File: config.mk
export PLATFORM = sky130hd
export DESIGN_NAME = pwm_capture
export DESIGN_NICKNAME = d
export VERILOG_FILES = /design/src/rtl/pwm_pkg.sv /design/src/rtl/bit_sync.sv /design/src/rtl/pwm_capture.sv
export SDC_FILE = /design/constraint.sdc
export NUM_CORES = 1
export LEC_CHECK = 0
export ABC_AREA = 1
export CORE_MARGIN = 1.5
export CORE_UTILIZATION = 41
export DETAILED_ROUTE_END_ITERATION = 8
export GPL_TIMING_DRIVEN = 0
export SYNTH_ARGS = -nofsm -noshare
export SYNTH_HDL_FRONTEND = slang
export SYNTH_HIERARCHICAL = 1
export SYNTH_SLANG_ARGS = --single-unit
File: constraint.sdc
create_clock -name clk -period 2.1 [get_ports clk]
set_clock_uncertainty 0.15 [all_clocks]
set_input_delay 0.21 -clock clk [delete_from_list [all_inputs] [get_ports clk]]
set_output_delay 0.21 -clock clk [all_outputs]
set_load 0.01 [all_outputs]
File: src/rtl/pwm_pkg.sv
// Shared definitions for the candle-flicker PWM path. The generator and the
// capture block both import this package.
package pwm_pkg;

    localparam int PWM_WIDTH = 8;
    localparam int PWM_FRAME = 256;

    typedef enum logic [1:0] {
        CAP_IDLE    = 2'd0,
        CAP_ALIGN   = 2'd1,
        CAP_MEASURE = 2'd2
    } cap_state_t;

endpackage

File: src/rtl/bit_sync.sv
// N-flop synchroniser for a single asynchronous input. Async active-low reset
// clears every stage, so the output reads 0 until N clocks after release.
module bit_sync #(
    parameter int N = 2
) (
    input  logic clk,
    input  logic reset_n,
    input  logic i_d,
    output logic o_q
);

    logic [N-1:0] r_sync;

    always_ff @(posedge clk or negedge reset_n) begin
        if (!reset_n) begin
            r_sync <= '0;
        end else begin
            r_sync <= {r_sync[N-2:0], i_d};
        end
    end

    assign o_q = r_sync[N-1];

endmodule

File: src/rtl/pwm_capture.sv
// Duty-cycle decoder: counts high samples of pwm_in over 256-tick frames and
// reports the 8-bit generator value that would produce that high time.
//
// state       | meaning
// CAP_IDLE    | after reset, waiting for the first enable tick
// CAP_ALIGN   | hunting for a rising edge, gives up after 256 ticks
// CAP_MEASURE | accumulating high samples, publishing every 256 ticks
module pwm_capture
    import pwm_pkg::*;
#(
    parameter int SYNC_STAGES = 2
) (
    input  logic                 clk,
    input  logic                 reset_n,
    input  logic                 enable,
    input  logic                 restart,
    input  logic                 pwm_in,
    output logic [PWM_WIDTH-1:0] value,
    output logic                 valid,
    output logic                 locked
);

    localparam logic [PWM_WIDTH-1:0] LAST_TICK = PWM_WIDTH'(PWM_FRAME - 1);

    cap_state_t           r_state;
    cap_state_t           w_state_nxt;
    logic                 r_prev_s;
    logic [PWM_WIDTH-1:0] r_timeout;
    logic [PWM_WIDTH-1:0] r_tick;
    logic [PWM_WIDTH:0]   r_acc;
    logic [PWM_WIDTH-1:0] r_value;
    logic                 r_valid;
    logic                 r_locked;

    logic                 w_pwm_s;
    logic                 w_rise;
    logic [PWM_WIDTH:0]   w_sum;
    logic [PWM_WIDTH-1:0] w_timeout_nxt;
    logic [PWM_WIDTH-1:0] w_tick_nxt;
    logic [PWM_WIDTH:0]   w_acc_nxt;
    logic                 w_locked_nxt;
    logic                 w_publish;

    bit_sync #(.N(SYNC_STAGES)) u_sync (
        .clk     (clk),
        .reset_n (reset_n),
        .i_d     (pwm_in),
        .o_q     (w_pwm_s)
    );

    assign w_rise = !r_prev_s && w_pwm_s;
    assign w_sum  = r_acc + {{PWM_WIDTH{1'b0}}, w_pwm_s};

    always_comb begin
        w_state_nxt   = r_state;
        w_timeout_nxt = r_timeout;
        w_tick_nxt    = r_tick;
        w_acc_nxt     = r_acc;
        w_locked_nxt  = r_locked;
        w_publish     = 1'b0;

        if (restart) begin
            w_state_nxt   = CAP_ALIGN;
            w_timeout_nxt = '0;
            w_tick_nxt    = '0;
            w_acc_nxt     = '0;
            w_locked_nxt  = 1'b0;
        end else if (enable) begin
            case (r_state)
                CAP_IDLE: begin
                    w_state_nxt = CAP_ALIGN;
                end
                CAP_ALIGN: begin
                    // Both the lock tick and the timeout tick are frame tick 0.
                    if (w_rise || (r_timeout == LAST_TICK)) begin
                        w_state_nxt   = CAP_MEASURE;
                        w_locked_nxt  = w_rise;
                        w_timeout_nxt = '0;
                        w_tick_nxt    = PWM_WIDTH'(1);
                        w_acc_nxt     = {{PWM_WIDTH{1'b0}}, w_pwm_s};
                    end else begin
                        w_timeout_nxt = r_timeout + PWM_WIDTH'(1);
                    end
                end
                CAP_MEASURE: begin
                    w_tick_nxt = r_tick + PWM_WIDTH'(1);
                    if (r_tick == LAST_TICK) begin
                        w_publish = 1'b1;
                        w_acc_nxt = '0;
                    end else begin
                        w_acc_nxt = w_sum;
                    end
                end
                default: begin
                    w_state_nxt = CAP_IDLE;
                end
            endcase
        end
    end

    always_ff @(posedge clk or negedge reset_n) begin
        if (!reset_n) begin
            r_state <= CAP_IDLE;
        end else begin
            r_state <= w_state_nxt;
        end
    end

    always_ff @(posedge clk or negedge reset_n) begin
        if (!reset_n) begin
            r_prev_s  <= 1'b0;
            r_timeout <= '0;
            r_tick    <= '0;
            r_acc     <= '0;
            r_value   <= '0;
            r_valid   <= 1'b0;
            r_locked  <= 1'b0;
        end else begin
            if (enable) begin
                r_prev_s <= w_pwm_s;
            end
            r_timeout <= w_timeout_nxt;
            r_tick    <= w_tick_nxt;
            r_acc     <= w_acc_nxt;
            r_locked  <= w_locked_nxt;
            r_valid   <= w_publish;
            // A full frame of high samples counts 256, which saturates to 255.
            if (w_publish) begin
                r_value <= w_sum[PWM_WIDTH] ? {PWM_WIDTH{1'b1}} : w_sum[PWM_WIDTH-1:0];
            end
        end
    end

    assign value  = r_value;
    assign valid  = r_valid;
    assign locked = r_locked;

endmodule
==> results.py, run 1 <==
metrics = {
    "place": {
        "place_hpwl_um": 2960,
        "dp_area_mm2": 0.00240,
        "place.gp.congestion": 0.787,
        "place.port_buffers": 14,
    },
    "sta": {
        "timing_max_transition_violations_final": 0,
        "hold_viol": 0,
        "grt_setup_unrepaired": "no",
        "relSlewSlack_pct": 79.4,
        "worst-slew-pin-transition_ns": 0.307,
        "maxClockFrequency_mhz": 575,
        "fin_worst_hold_slack_ns": 0.159,
        "final_min_period_over_clock_period_pct": 82.8,
        "final-setup-viol-count": 0,
        "final_period_minus_worst_setup_slack_ns": 1.74,
    },
    "critical_path": {
        "timing_worst_setup_path_type": "reg -> reg",
        "worst_setup_path_end_kind": "register",
        "timing.critical_path.fanout_max": 9,
        "worst_r2r_endpoint": "value[0]$_DFFE_PN0P_",
        "r2r_start": "r_tick[0]$_DFFE_PN0P_",
        "worst_ep_arrival_time_ns": 1.83,
        "required_time_of_the_critical_path_ns": 2.19,
        "worst-r2r-setup-slack_ns": 0.36,
        "worstSetupStartpointType": "register",
        "rr_worst_depth": 9,
    },
    "route": {
        "antenna_violating_nets_post_route": 0,
        "first_pass_iters": 4,
        "number_of_vias_per_cell": 4.62,
        "drt-total-wl_um": 3990,
        "vias": 1746,
        "post_drt_wl_per_cell_um": 10.6,
        "drt_iter0_markers": 79,
        "drcViolationCount": 0,
    },
    "cells_and_area": {
        "final_cell_area_mm2": 0.00254,
        "final_net_count": 316,
        "layout-drive-gt1-share_pct": 10.4,
        "post-route-util_pct": 49.7,
        "area_delta_synth_final_pct": 17.3,
        "fill_cells": 528,
        "insertedDiodeCount": 0,
    },
    "synthesis": {
        "sequential_fraction_of_the_synthesis_area_pct": 46.3,
        "synthesized_netlist_cell_count": 284,
        "ys_dominant_reg_cell": "dfrtp_1",
        "mappedNetlistNets": 293,
        "synthesis_stage_register_bit_count": 40,
        "synth_async_sr_flop_share_pct": 100,
        "yosys_warnings": 6,
        "mappedNetlistArea_mm2": 0.00216,
        "syn_area_per_cell_um2": 7.61,
        "synth_cell_type_count": 27,
        "synth-edff-count": 0,
    },
    "clocking": {
        "cts_resized": 0,
        "cts.reportedPaths.clkPinSlew_ns": 0.09,
        "cts_buffer_depth": 2,
        "htree_num_levels": 2,
        "cts_num_sinks": 40,
        "cts_root_buf": "clkbuf_8",
        "tritoncts.num_buffers": 5,
        "cts_setup_buffers": 0,
        "tritoncts": "done",
        "clock_insertion_delay_worst_skew_ns": 0.30,
    },
    "floorplan": {
        "ios": 15,
        "core_region_area_mm2": 0.00511,
        "rows": 26,
        "initial_utilization_pct": 42.3,
        "die_wd_um": 75.6,
        "design.die.area_mm2": 0.00572,
        "floorplan.die.height_um": 75.6,
    },
    "power": {
        "pwr_total_w": 0.00193,
        "power.leakage_nw": 1.32,
        "ir_drop_mv": 0.486,
        "cellPowerDensity_mw_per_mm2": 762,
    },
    "status": {
        "status": "finished, final reports clean",
    },
    "grt": {
        "grt-ovfl-total": 0,
        "largest_net_degree_at_the_start_of_global_routing": 33,
        "grt_pass1_wl_um": 7150,
        "combined_global_route_utilization_of_all_metal_layers_pct": 16.6,
        "antenna_found_initial": 0,
        "grt_pass1_vias": 1636,
    },
    "min_path": {
        "min_path_type": "in -> async",
    },
    "flow_run": {
        "max_capacitance_violation_total": 0,
    },
}
[worst max path at each step]
stage                                startpoint                        to  slack, ns  depth (start not counted)
after floorplan           r_tick[0]$_DFFE_PN0P_      value[0]$_DFFE_PN0P_       0.63                          9
after global placement                  reset_n  r_timeout[4]$_DFFE_PN0P_      -0.46                          1
after detailed placement                 enable      r_acc[4]$_DFFE_PN0P_       0.21                          9
after CTS                 r_tick[0]$_DFFE_PN0P_      value[0]$_DFFE_PN0P_       0.33                          9
after global routing      r_tick[0]$_DFFE_PN0P_      value[3]$_DFFE_PN0P_       0.17                          9
final                     r_tick[0]$_DFFE_PN0P_      value[0]$_DFFE_PN0P_       0.36                          9
[power by group]
| part | internal, W | switching (W) | leakage, nW |
|---|---|---|---|
| logic | 0.000131 | 0.000248 | 0.717 |
| clock network | 0.000389 | 0.000284 | 0.0614 |
| registers | 0.000827 | 0.0000528 | 0.544 |
| total | 0.00135 | 0.000585 | 1.32 |
[layout by cell type (no fill, tap or decap), drive strengths merged]
cell	Yosys	routed
o21ai	13	13
buf	1	3
clkinv	1	2
a21boi	1	1
clkbuf	0	6
nor3	3	3
inv	33	33
nor2	24	24
nor3b	1	1
dfrtp	40	40
ha	4	4
xnor2	3	3
nand3	16	16
xor2	5	5
nand2	126	126
o21bai	1	1
clkdlybuf4s50	0	13
a21oi	3	3
nand4	4	4
dlygate4sd3	0	1
bufinv	0	1
nand3b	3	3
or2	2	2
[cell type report]
| type | count | area (um2) | area share, % |
|---|---|---|---|
| plain buffers | 1 | 15.0 | 0.592 |
| multi-input cells | 209 | 1020 | 40.1 |
| clock buffers | 6 | 82.6 | 3.26 |
| flip-flops and latches | 40 | 1000 | 39.5 |
| clock inverters | 2 | 38.8 | 1.53 |
| well taps | 70 | 87.6 | 3.45 |
| inverters | 34 | 129 | 5.08 |
| repair buffers | 16 | 165 | 6.51 |
[stage by stage]
| step | instances | worst slack, ns | setup TNS [ns] |
|---|---|---|---|
| after global placement | 368 | -0.460 | -18.30 |
| after detailed placement | 369 | 0.211 | 0 |
| after global routing | 378 | 0.166 | 0 |
| after CTS | 378 | 0.330 | 0 |
| final | 378 | 0.362 | 0 |
| after floorplan | 284 | 0.630 | 0 |
[worst max-delay path: stages, from the launching register on]
cell	delay (ns)
dfrtp_1	0.40
ha_1	0.19
nand2_2	0.07
nor2_1	0.19
nand2_1	0.11
nor2_2	0.09
nand3_2	0.19
clkinv_2	0.16
nand2_1	0.07
nand2_1	0.06
[layer usage]
layer	track usage (%)	wire, um
met1	21.7	1980
met2	26.9	1840
met3	4.50	119
met4	5.36	54
met5	0	0
[cell families (layout without fill, tap and decap cells)]
kind of cell / after synthesis / count (layout) / synth area share, %
flip-flops: 40 / 40 / 46.3
AO/OA/AOI/OAI: 18 / 18 / 4.40
adder cells (fa/ha/maj): 4 / 4 / 2.31
buffers and inverters: 35 / 59 / 6.65
XOR/XNOR: 8 / 8 / 3.24
AND/OR/NAND/NOR: 179 / 179 / 37.1
[Yosys cell counts, types with 4 or more instances]
cell type | count | area share, %
inv_2 | 4 | 0.69
xor2_1 | 5 | 2.0
nand3_1 | 13 | 3.0
o21ai_0 | 11 | 2.5
nand2_1 | 121 | 21
inv_1 | 29 | 5.0
nor2_1 | 18 | 3.1
ha_1 | 4 | 2.3
nand4_1 | 4 | 1.2
dfrtp_1 | 40 | 46
[timing repair]
item	4_1_cts	5_1_grt
endpoints found under the hold margin	40	0
endpoints found under the setup margin	0	0
hold buffers	1	0
[state kept, by name (all words and copies together), names as in the netlist]
signal,flops
r_acc,9
value,8
r_tick,8
r_state,2
locked,1
r_prev_s,1
r_timeout,8
valid,1
u_sync/r_sync,2
Note: power is estimated with default switching activity, not from simulation.
==> inputs of run 2 (changes only) <==
==> constraint.sdc (replaced) <==
create_clock -name clk -period 1.8 [get_ports clk]
set_clock_uncertainty 0.15 [all_clocks]
set_input_delay 0.18 -clock clk [delete_from_list [all_inputs] [get_ports clk]]
set_output_delay 0.18 -clock clk [all_outputs]
set_load 0.01 [all_outputs]
==> results.py, run 2 (synthesis results as in run 1) <==
metrics = {
    "cells_and_area": {
        "area_delta_synth_final_pct": 18.1,
        "final_cell_area_mm2": 0.00255,
        "multiInputGateArea_mm2": 0.00103,
        "fill_cells": 526,
        "final_net_count": 316,
        "layout-drive-gt1-share_pct": 11.0,
        "number_of_flip_flops_under_the_largest_register_name": 9,
        "regMostFlops": "r_acc",
        "layout.cells.non_filler": 378,
        "seqCellArea_mm2": 0.00100,
        "layout.cells.most_common_list": "nand2_1, dfrtp_1, inv_1",
        "insertedDiodeCount": 0,
        "layout_commonest_cell": "nand2_1",
    },
    "sta": {
        "final-setup-viol-count": 0,
        "hold_viol": 0,
        "final_min_period_over_clock_period_pct": 92.1,
        "relSlewSlack_pct": 79.5,
        "worst_slack_ns": 0.142,
        "fin_setup_tns_ns": 0,
        "maxClockFrequency_mhz": 603,
        "timing_max_transition_violations_final": 0,
        "grt_setup_unrepaired": "no",
        "final_period_minus_worst_setup_slack_ns": 1.66,
        "worst-slew-pin-transition_ns": 0.306,
    },
    "route": {
        "antenna_violating_nets_post_route": 0,
        "drcViolationCount": 0,
        "first_pass_iters": 4,
        "vias": 1742,
        "drt_iter0_markers": 68,
        "number_of_vias_per_cell": 4.61,
        "post_drt_wl_per_cell_um": 10.6,
        "drt-total-wl_um": 3990,
    },
    "critical_path": {
        "worstPathCellList": "ha_1 -> nand2_2 -> nor2_1 -> nand3_1 -> nand3_1 -> nor2_8 -> nand2_1 -> nand2_1",
        "timing.critical_path.max_delay_family": "simple AND/OR/NAND/NOR gates",
        "worst_setup_path_end_kind": "register",
        "required_time_of_the_critical_path_ns": 1.88,
        "worst_path_largest_cell_delay_ns": 0.42,
        "worstSetupStartpointType": "register",
        "worstPathBufferInverterCount": 0,
        "timing_worst_setup_path_type": "reg -> reg",
        "critical_path.slowest_cell": "dfrtp_1",
        "worst_ep_arrival_time_ns": 1.74,
        "timing.critical_path.fanout_max": 8,
    },
    "grt": {
        "grt-ovfl-total": 0,
        "antenna_found_initial": 0,
        "largest_net_degree_at_the_start_of_global_routing": 33,
        "combined_global_route_utilization_of_all_metal_layers_pct": 16.6,
        "grt_pass1_vias": 1636,
        "grt_pass1_wl_um": 7150,
    },
    "floorplan": {
        "ios": 15,
        "die_wd_um": 75.6,
        "floorplan.die.height_um": 75.6,
        "initial_utilization_pct": 42.3,
        "rows": 26,
        "design.die.area_mm2": 0.00572,
        "core_region_area_mm2": 0.00511,
    },
    "clocking": {
        "cts_setup_buffers": 0,
        "tritoncts.num_buffers": 5,
        "tritoncts": "done",
        "cts_root_buf": "clkbuf_8",
        "cts_buffer_depth": 2,
        "cts_num_sinks": 40,
        "clock_insertion_delay_worst_skew_ns": 0.30,
        "cts.reportedPaths.clkPinSlew_ns": 0.08,
        "htree_num_levels": 2,
    },
    "power": {
        "power.leakage_nw": 1.32,
        "ir_drop_mv": 0.565,
        "seq_power_share_pct": 45.5,
        "comb_power_share_pct": 19.6,
        "clock_power_share_pct": 34.8,
        "p_int_w": 0.00157,
        "netSwitchingPower_w": 0.000683,
        "pwr_total_w": 0.00225,
        "swShare_pct": 30.3,
        "cellPowerDensity_mw_per_mm2": 883,
    },
    "place": {
        "pre_cts_ws_ns": -0.0594,
        "number_of_instances_in_the_placed_design": 369,
        "dp_area_mm2": 0.00240,
        "place_hpwl_um": 2960,
        "place.port_buffers": 14,
        "place.gp.congestion": 0.787,
    },
    "min_path": {
        "min_path_type": "in -> async",
    },
    "status": {
        "status": "finished, final reports clean",
    },
    "flow_run": {
        "max_capacitance_violation_total": 0,
    },
}
==> run 2: changes by cell type in the layout (fill, tap and decap cells not counted) <==
cell	before	now
nand2_4	2	3
dfrtp_2	0	1
nand2_2	3	2
dfrtp_1	40	39
nor2_1	18	17
nor2_2	3	4
nand3_4	0	1
nand3_2	3	2
==> run 2: area by class of cell <==
| class | instances | area share [%] |
|---|---|---|
| repair buffers | 16 | 6.47 |
| multi-input cells | 209 | 40.4 |
| inverters | 34 | 5.05 |
| flip-flops and latches | 40 | 39.3 |
| clock inverters | 2 | 1.52 |
| plain buffers | 1 | 0.588 |
| clock buffers | 6 | 3.24 |
| well taps | 70 | 3.43 |
==> run 2: power by group through the flow <==
stage                     sequential, W  clock, W  combinational (W)
after floorplan                 0.00103         0           0.000332
after global placement          0.00104         0           0.000440
after detailed placement        0.00105         0           0.000447
after CTS                       0.00103  0.000807           0.000450
after global routing            0.00104  0.000837           0.000515
final                           0.00103  0.000785           0.000443
==> run 2: through the flow <==
step	util, %	hold WS (ns)
global placement	46.8	0.183
detailed placement	47.1	-0.0803
CTS	49.7	0.144
finish	50.0	0.129
floorplan	-	-0.266
global route	50.0	0.162
==> run 2: layer usage <==
layer  vias up  global-route usage (%)  wire, um
li1        921                       -         -
met2        23                    26.9      1840
met4         0                    5.36        54
met3         6                    4.50       127
met5         -                       0         0
met1       792                    21.7      1970
==> run 2: path summary, 6_finish.rpt <==
check                                      startpoint                          to  slack [ns]  depth (start not counted)
min                                           reset_n       r_tick[3]$_DFFE_PN0P_        0.13                          2
max in group asynchronous                     reset_n  u_sync/r_sync[1]$_DFF_PN0_        0.91                          3
max                             r_tick[0]$_DFFE_PN0P_        r_acc[4]$_DFFE_PN0P_        0.14                          8
min reg2reg                u_sync/r_sync[0]$_DFF_PN0_  u_sync/r_sync[1]$_DFF_PN0_        0.20                          0
min in group clk                               pwm_in  u_sync/r_sync[0]$_DFF_PN0_        0.17                          1
max reg2reg                     r_tick[0]$_DFFE_PN0P_        r_acc[4]$_DFFE_PN0P_        0.14                          8
==> run 2: timing repair <==
item,4_1_cts,5_1_grt
endpoints found under the setup margin,0,9
gates resized for setup,0,4
hold buffers,1,0
endpoints found under the hold margin,40,0
==> inputs of run 3 (changes only) <==
--- a/config.mk
+++ b/config.mk
@@ -6,10 +6,14 @@
 export NUM_CORES = 1
 export LEC_CHECK = 0
 export ABC_AREA = 1
+export CELL_PAD_IN_SITES_DETAIL_PLACEMENT = 0
+export CELL_PAD_IN_SITES_GLOBAL_PLACEMENT = 1
 export CORE_MARGIN = 1.5
 export CORE_UTILIZATION = 41
 export DETAILED_ROUTE_END_ITERATION = 8
+export GPL_ROUTABILITY_DRIVEN = 0
 export GPL_TIMING_DRIVEN = 0
+export PLACE_DENSITY_LB_ADDON = 0.1
 export SYNTH_ARGS = -nofsm -noshare
 export SYNTH_HDL_FRONTEND = slang
 export SYNTH_HIERARCHICAL = 1
==> results.py, run 3 (synthesis results as in run 1) <==
metrics = {
    "status": {
        "status": "finished, final reports clean",
    },
    "route": {
        "drt-total-wl_um": 4420,
        "met2RoutedLength_um": 2040,
        "drt_iter0_markers": 59,
        "met3_wirelength_um": 113,
        "first_pass_iters": 4,
        "antenna_violating_nets_post_route": 0,
        "number_of_vias_per_cell": 4.72,
        "maxUsedRoutingLayer": "met4",
        "drcViolationCount": 0,
        "vias": 1794,
        "post_drt_wl_per_cell_um": 11.6,
        "wl_met1_um": 2200,
    },
    "floorplan": {
        "die_wd_um": 75.6,
        "design.die.area_mm2": 0.00572,
        "ios": 15,
        "initial_utilization_pct": 42.3,
        "floorplan.die.height_um": 75.6,
        "core_region_area_mm2": 0.00511,
        "rows": 26,
    },
    "power": {
        "cellPowerDensity_mw_per_mm2": 964,
        "ir_drop_mv": 0.498,
        "power.leakage_nw": 1.35,
    },
    "cells_and_area": {
        "post-route-util_pct": 51.3,
        "layout_commonest_cell": "nand2_1",
        "regMostFlops": "r_acc",
        "layout-drive-gt1-share_pct": 11.9,
        "number_of_flip_flops_under_the_largest_register_name": 9,
        "final_net_count": 318,
        "layout.cells.non_filler": 380,
        "area_delta_synth_final_pct": 21.2,
        "insertedDiodeCount": 0,
        "layout.cells.most_common_list": "nand2_1, dfrtp_1, inv_1",
        "fill_cells": 515,
    },
    "grt": {
        "combined_global_route_utilization_of_all_metal_layers_pct": 17.0,
        "grt_pass1_wl_um": 7250,
        "grt-ovfl-total": 0,
        "grt_pass1_vias": 1601,
        "antenna_found_initial": 0,
        "largest_net_degree_at_the_start_of_global_routing": 22,
    },
    "sta": {
        "final_period_minus_worst_setup_slack_ns": 1.65,
        "hold_viol": 0,
        "fin_setup_tns_ns": 0,
        "relSlewSlack_pct": 64.3,
        "worst-slew-pin-transition_ns": 0.536,
        "final-setup-viol-count": 0,
        "final_min_period_over_clock_period_pct": 91.8,
        "maxClockFrequency_mhz": 605,
        "timing_max_transition_violations_final": 0,
        "grt_setup_unrepaired": "yes",
    },
    "critical_path": {
        "required_time_of_the_critical_path_ns": 1.89,
        "worst_ep_arrival_time_ns": 1.75,
        "worst-r2r-setup-slack_ns": 0.15,
        "timing.critical_path.fanout_max": 8,
        "worst_setup_path_end_kind": "register",
        "worstSetupStartpointType": "register",
        "timing_worst_setup_path_type": "reg -> reg",
    },
    "clocking": {
        "cts.reportedPaths.clkPinSlew_ns": 0.08,
        "tritoncts": "done",
        "cts_num_sinks": 40,
        "clock_insertion_delay_worst_skew_ns": 0.30,
        "htree_num_levels": 2,
        "cts_root_buf": "clkbuf_8",
        "cts_buffer_depth": 2,
        "tritoncts.num_buffers": 5,
    },
    "flow_run": {
        "max_capacitance_violation_total": 0,
    },
    "place": {
        "place_hpwl_um": 3150,
        "number_of_instances_in_the_placed_design": 369,
        "place.port_buffers": 14,
    },
    "min_path": {
        "min_path_type": "in -> reg",
    },
}
==> run 3: timing repair <==
item                                    CTS  global route
setup buffers                             0             1
endpoints found under the setup margin    4            11
hold buffers                              1             0
gates cloned                              0             1
endpoints found under the hold margin    20             0
gates resized for setup                   1             4
==> run 3: where the power goes <==
part / leakage [nW] / internal (W) / switching [W]
Combinational: 0.727 / 0.000169 / 0.000310
Sequential: 0.543 / 0.000965 / 0.0000574
Clock: 0.0784 / 0.000694 / 0.000331
Total: 1.35 / 0.00183 / 0.000699
==> run 3: layout make-up <==
cell class                 count  area, um2  area share [%]
buffer                         1       15.0           0.573
clock buffer                   5       68.8            2.63
clock inverter                 3       90.1            3.44
inverter                      34        129            4.92
multi-input combinational    210       1050            40.0
sequential                    40       1000            38.3
tap                           70       87.6            3.34
timing repair buffer          17        180            6.88
==> run 3: worst max-delay path, stage by stage (launching register included) <==
cell,delay (ns)
dfrtp_1,0.39
ha_1,0.19
nand2_2,0.08
nor2_2,0.13
nand2_1,0.11
nor2_4,0.16
nand3_4,0.13
clkinv_2,0.13
nand2_1,0.07
nand2_1,0.05
==> run 3: through the flow <==
stage / power, W / setup slack, ns / cell area (um2) / hold WS, ns
after floorplan: 0.00137 / 0.330 / 2160 / -0.266
after global placement: 0.00149 / -0.738 / 2390 / 0.198
after detailed placement: 0.00150 / -0.0420 / 2410 / 0.0424
after CTS: 0.00254 / 0.0555 / 2590 / 0.163
after global routing: 0.00266 / -0.000113 / 2620 / 0.180
final: 0.00253 / 0.147 / 2620 / 0.172
==> run 3: path summary, 6_finish.rpt <==
| check | cells after the start | to | from |
|---|---|---|---|
| worst max-delay path | 9 | value[3]$_DFFE_PN0P_ | r_tick[1]$_DFFE_PN0P_ |
| worst max register to register | 9 | value[3]$_DFFE_PN0P_ | r_tick[1]$_DFFE_PN0P_ |
| min in group asynchronous | 2 | r_acc[7]$_DFFE_PN0P_ | reset_n |
| max in group asynchronous | 3 | r_timeout[2]$_DFFE_PN0P_ | reset_n |
| worst min register to register | 0 | u_sync/r_sync[1]$_DFF_PN0_ | u_sync/r_sync[0]$_DFF_PN0_ |
| worst min-delay path | 1 | u_sync/r_sync[0]$_DFF_PN0_ | pwm_in |
==> run 3: layer usage <==
| layer | global-route usage (%) | vias to the layer above |
|---|---|---|
| li1 | - | 933 |
| met1 | 21.3 | 836 |
| met2 | 28.2 | 20 |
| met3 | 4.50 | 5 |
| met4 | 6.55 | 0 |
| met5 | 0 | - |
==> patch (settings of run 2) <==
Change the package constant `PWM_WIDTH` from 8 to 7.
--- a/src/rtl/pwm_pkg.sv
+++ b/src/rtl/pwm_pkg.sv
@@ -3,5 +3,5 @@
 package pwm_pkg;
 
-    localparam int PWM_WIDTH = 8;
+    localparam int PWM_WIDTH = 7;
     localparam int PWM_FRAME = 256;
 
Ports: changed (resized value); port bits go from 15 to 14. The function was not compared with the original's and may differ.
==> patch against run 2 <==
Wire length shrank 9.0%; largest cell class unchanged; final cell count shrank 14%; area after synthesis shrank 11%; sequential cell count shrank 4; die area shrank 10%; setup slack lost 0.017 ns; global-route usage shrank 0.44 points; cell area shrank 11%; count of clock-buffer cells in the layout is the same; total power shrank 7.8%.
==> patch: results (changes against run 2) <==
max reg flops 8 (was 9); compound-gate portion of the synthesized area 6.67% (was 4.40%); Area contributors post-synth dfrtp_1, nand2_1, inv_1 (unchanged); first-pass GRT wire length 6530 um (was 7150 um); status finished clean (unchanged); grt met1 use 22.4% (was 21.7%); post-synthesis adder-cell area fraction 2.59% (was 2.31%); Routed wire per std cell 11.1 um (was 10.6 um); placed cells 315 (was 369); Post-synth top cells nand2_1, dfrtp_1, inv_1, nor2_1, nand3_1 (was nand2_1, dfrtp_1, inv_1); sequential fraction of the synthesis area 46.6% (was 46.3%); Power Internal 1.38 mW (was 1.57 mW); Tightest Pin Transition 0.819 ns (was 0.306 ns); layout cells sized above 1 13.9% (was 11.0%); largest net degree at the start of global routing 37 (was 33); Netlist cell types 25 (was 27); leakage 1.15 nW (was 1.32 nW); DR vias 1590 (was 1742); RePlAce Congestion 0.781 (was 0.787); TritonRoute pass-1 iters 6 (was 4); number of global-route vias before repair 1481 (was 1636); met2 Use GR 25.2% (was 26.9%); Port-buffer cells 13 (was 14); Max FO, Critical Path 10 (was 8); number of nets in the layout 282 (was 316); met3 GRT Util 4.22% (was 4.50%); Max stage delay on crit path 0.38 ns (was 0.42 ns); HP Class in -> reg (was in -> async); Post-Place Setup Slack -0.0867 ns (was -0.0594 ns); GRT Total Usage 16.2% (was 16.6%)
## patch: final cells by class
cell class | count | area (sq um)
plain buffers | 3 | 23.8
clock buffers | 6 | 82.6
clock inverters | 2 | 10.0
fillers | 452 | 2180
inverters | 27 | 101
multi-input cells | 184 | 932
flip-flops and latches | 36 | 901
well taps | 52 | 65.1
repair buffers | 16 | 150
## patch: cells by family (layout without fill, tap and decap cells)
| kind of cell | after synthesis | in the layout |
|---|---|---|
| AO/OA/AOI/OAI | 23 | 23 |
| XOR/XNOR | 8 | 8 |
| adder cells (fa/ha/maj) | 4 | 4 |
| AND/OR/NAND/NOR | 149 | 149 |
| buffers and inverters | 30 | 54 |
| flip-flops | 36 | 36 |
## patch: metrics by stage
step	hold slack (ns)	total power, mW	area [sq um]	utilization [%]
detailed placement	0.185	1.47	2120	47.7
finish	0.184	2.08	2270	51.0
global placement	0.182	1.46	2130	47.9
CTS	0.177	2.07	2220	50.1
floorplan	-0.266	1.33	1930	-
global route	0.184	2.23	2270	51.0
## patch: worst paths after layout
check	endpoint	start	slack, ns	depth (start not counted)
worst max register to register	r_acc[6]	r_timeout[0]	0.13	9
worst max-delay path	r_acc[6]	r_timeout[0]	0.13	9
max in group asynchronous	r_acc[2]	reset_n	0.60	2
min in group asynchronous	r_tick[5]	reset_n	0.38	2
worst min-delay path	u_sync/r_sync[0]	pwm_in	0.18	1
worst min register to register	u_sync/r_sync[1]	u_sync/r_sync[0]	0.20	0
## patch: what timing repair did
item,4_1_cts,5_1_grt
hold buffers,1,0
endpoints found under the hold margin,36,0
gates resized for setup,0,9
setup endpoints to repair,0,24
buffers inserted,0,2
## patch: power groups by stage
stage          clock network, mW  logic (mW)  registers [mW]
2_1_floorplan                  0       0.369           0.962
3_3_place_gp                   0       0.486           0.974
3_5_place_dp                   0       0.491           0.975
4_1_cts                    0.615       0.495           0.960
5_1_grt                    0.650       0.610           0.971
6_report                   0.590       0.529           0.960
## patch: layer usage
layer | part of all wire [%] | wire [um]
met2 | 46 | 1660
met5 | 0 | 0
met3 | 2.5 | 91
met1 | 51 | 1860
met4 | 0.69 | 25
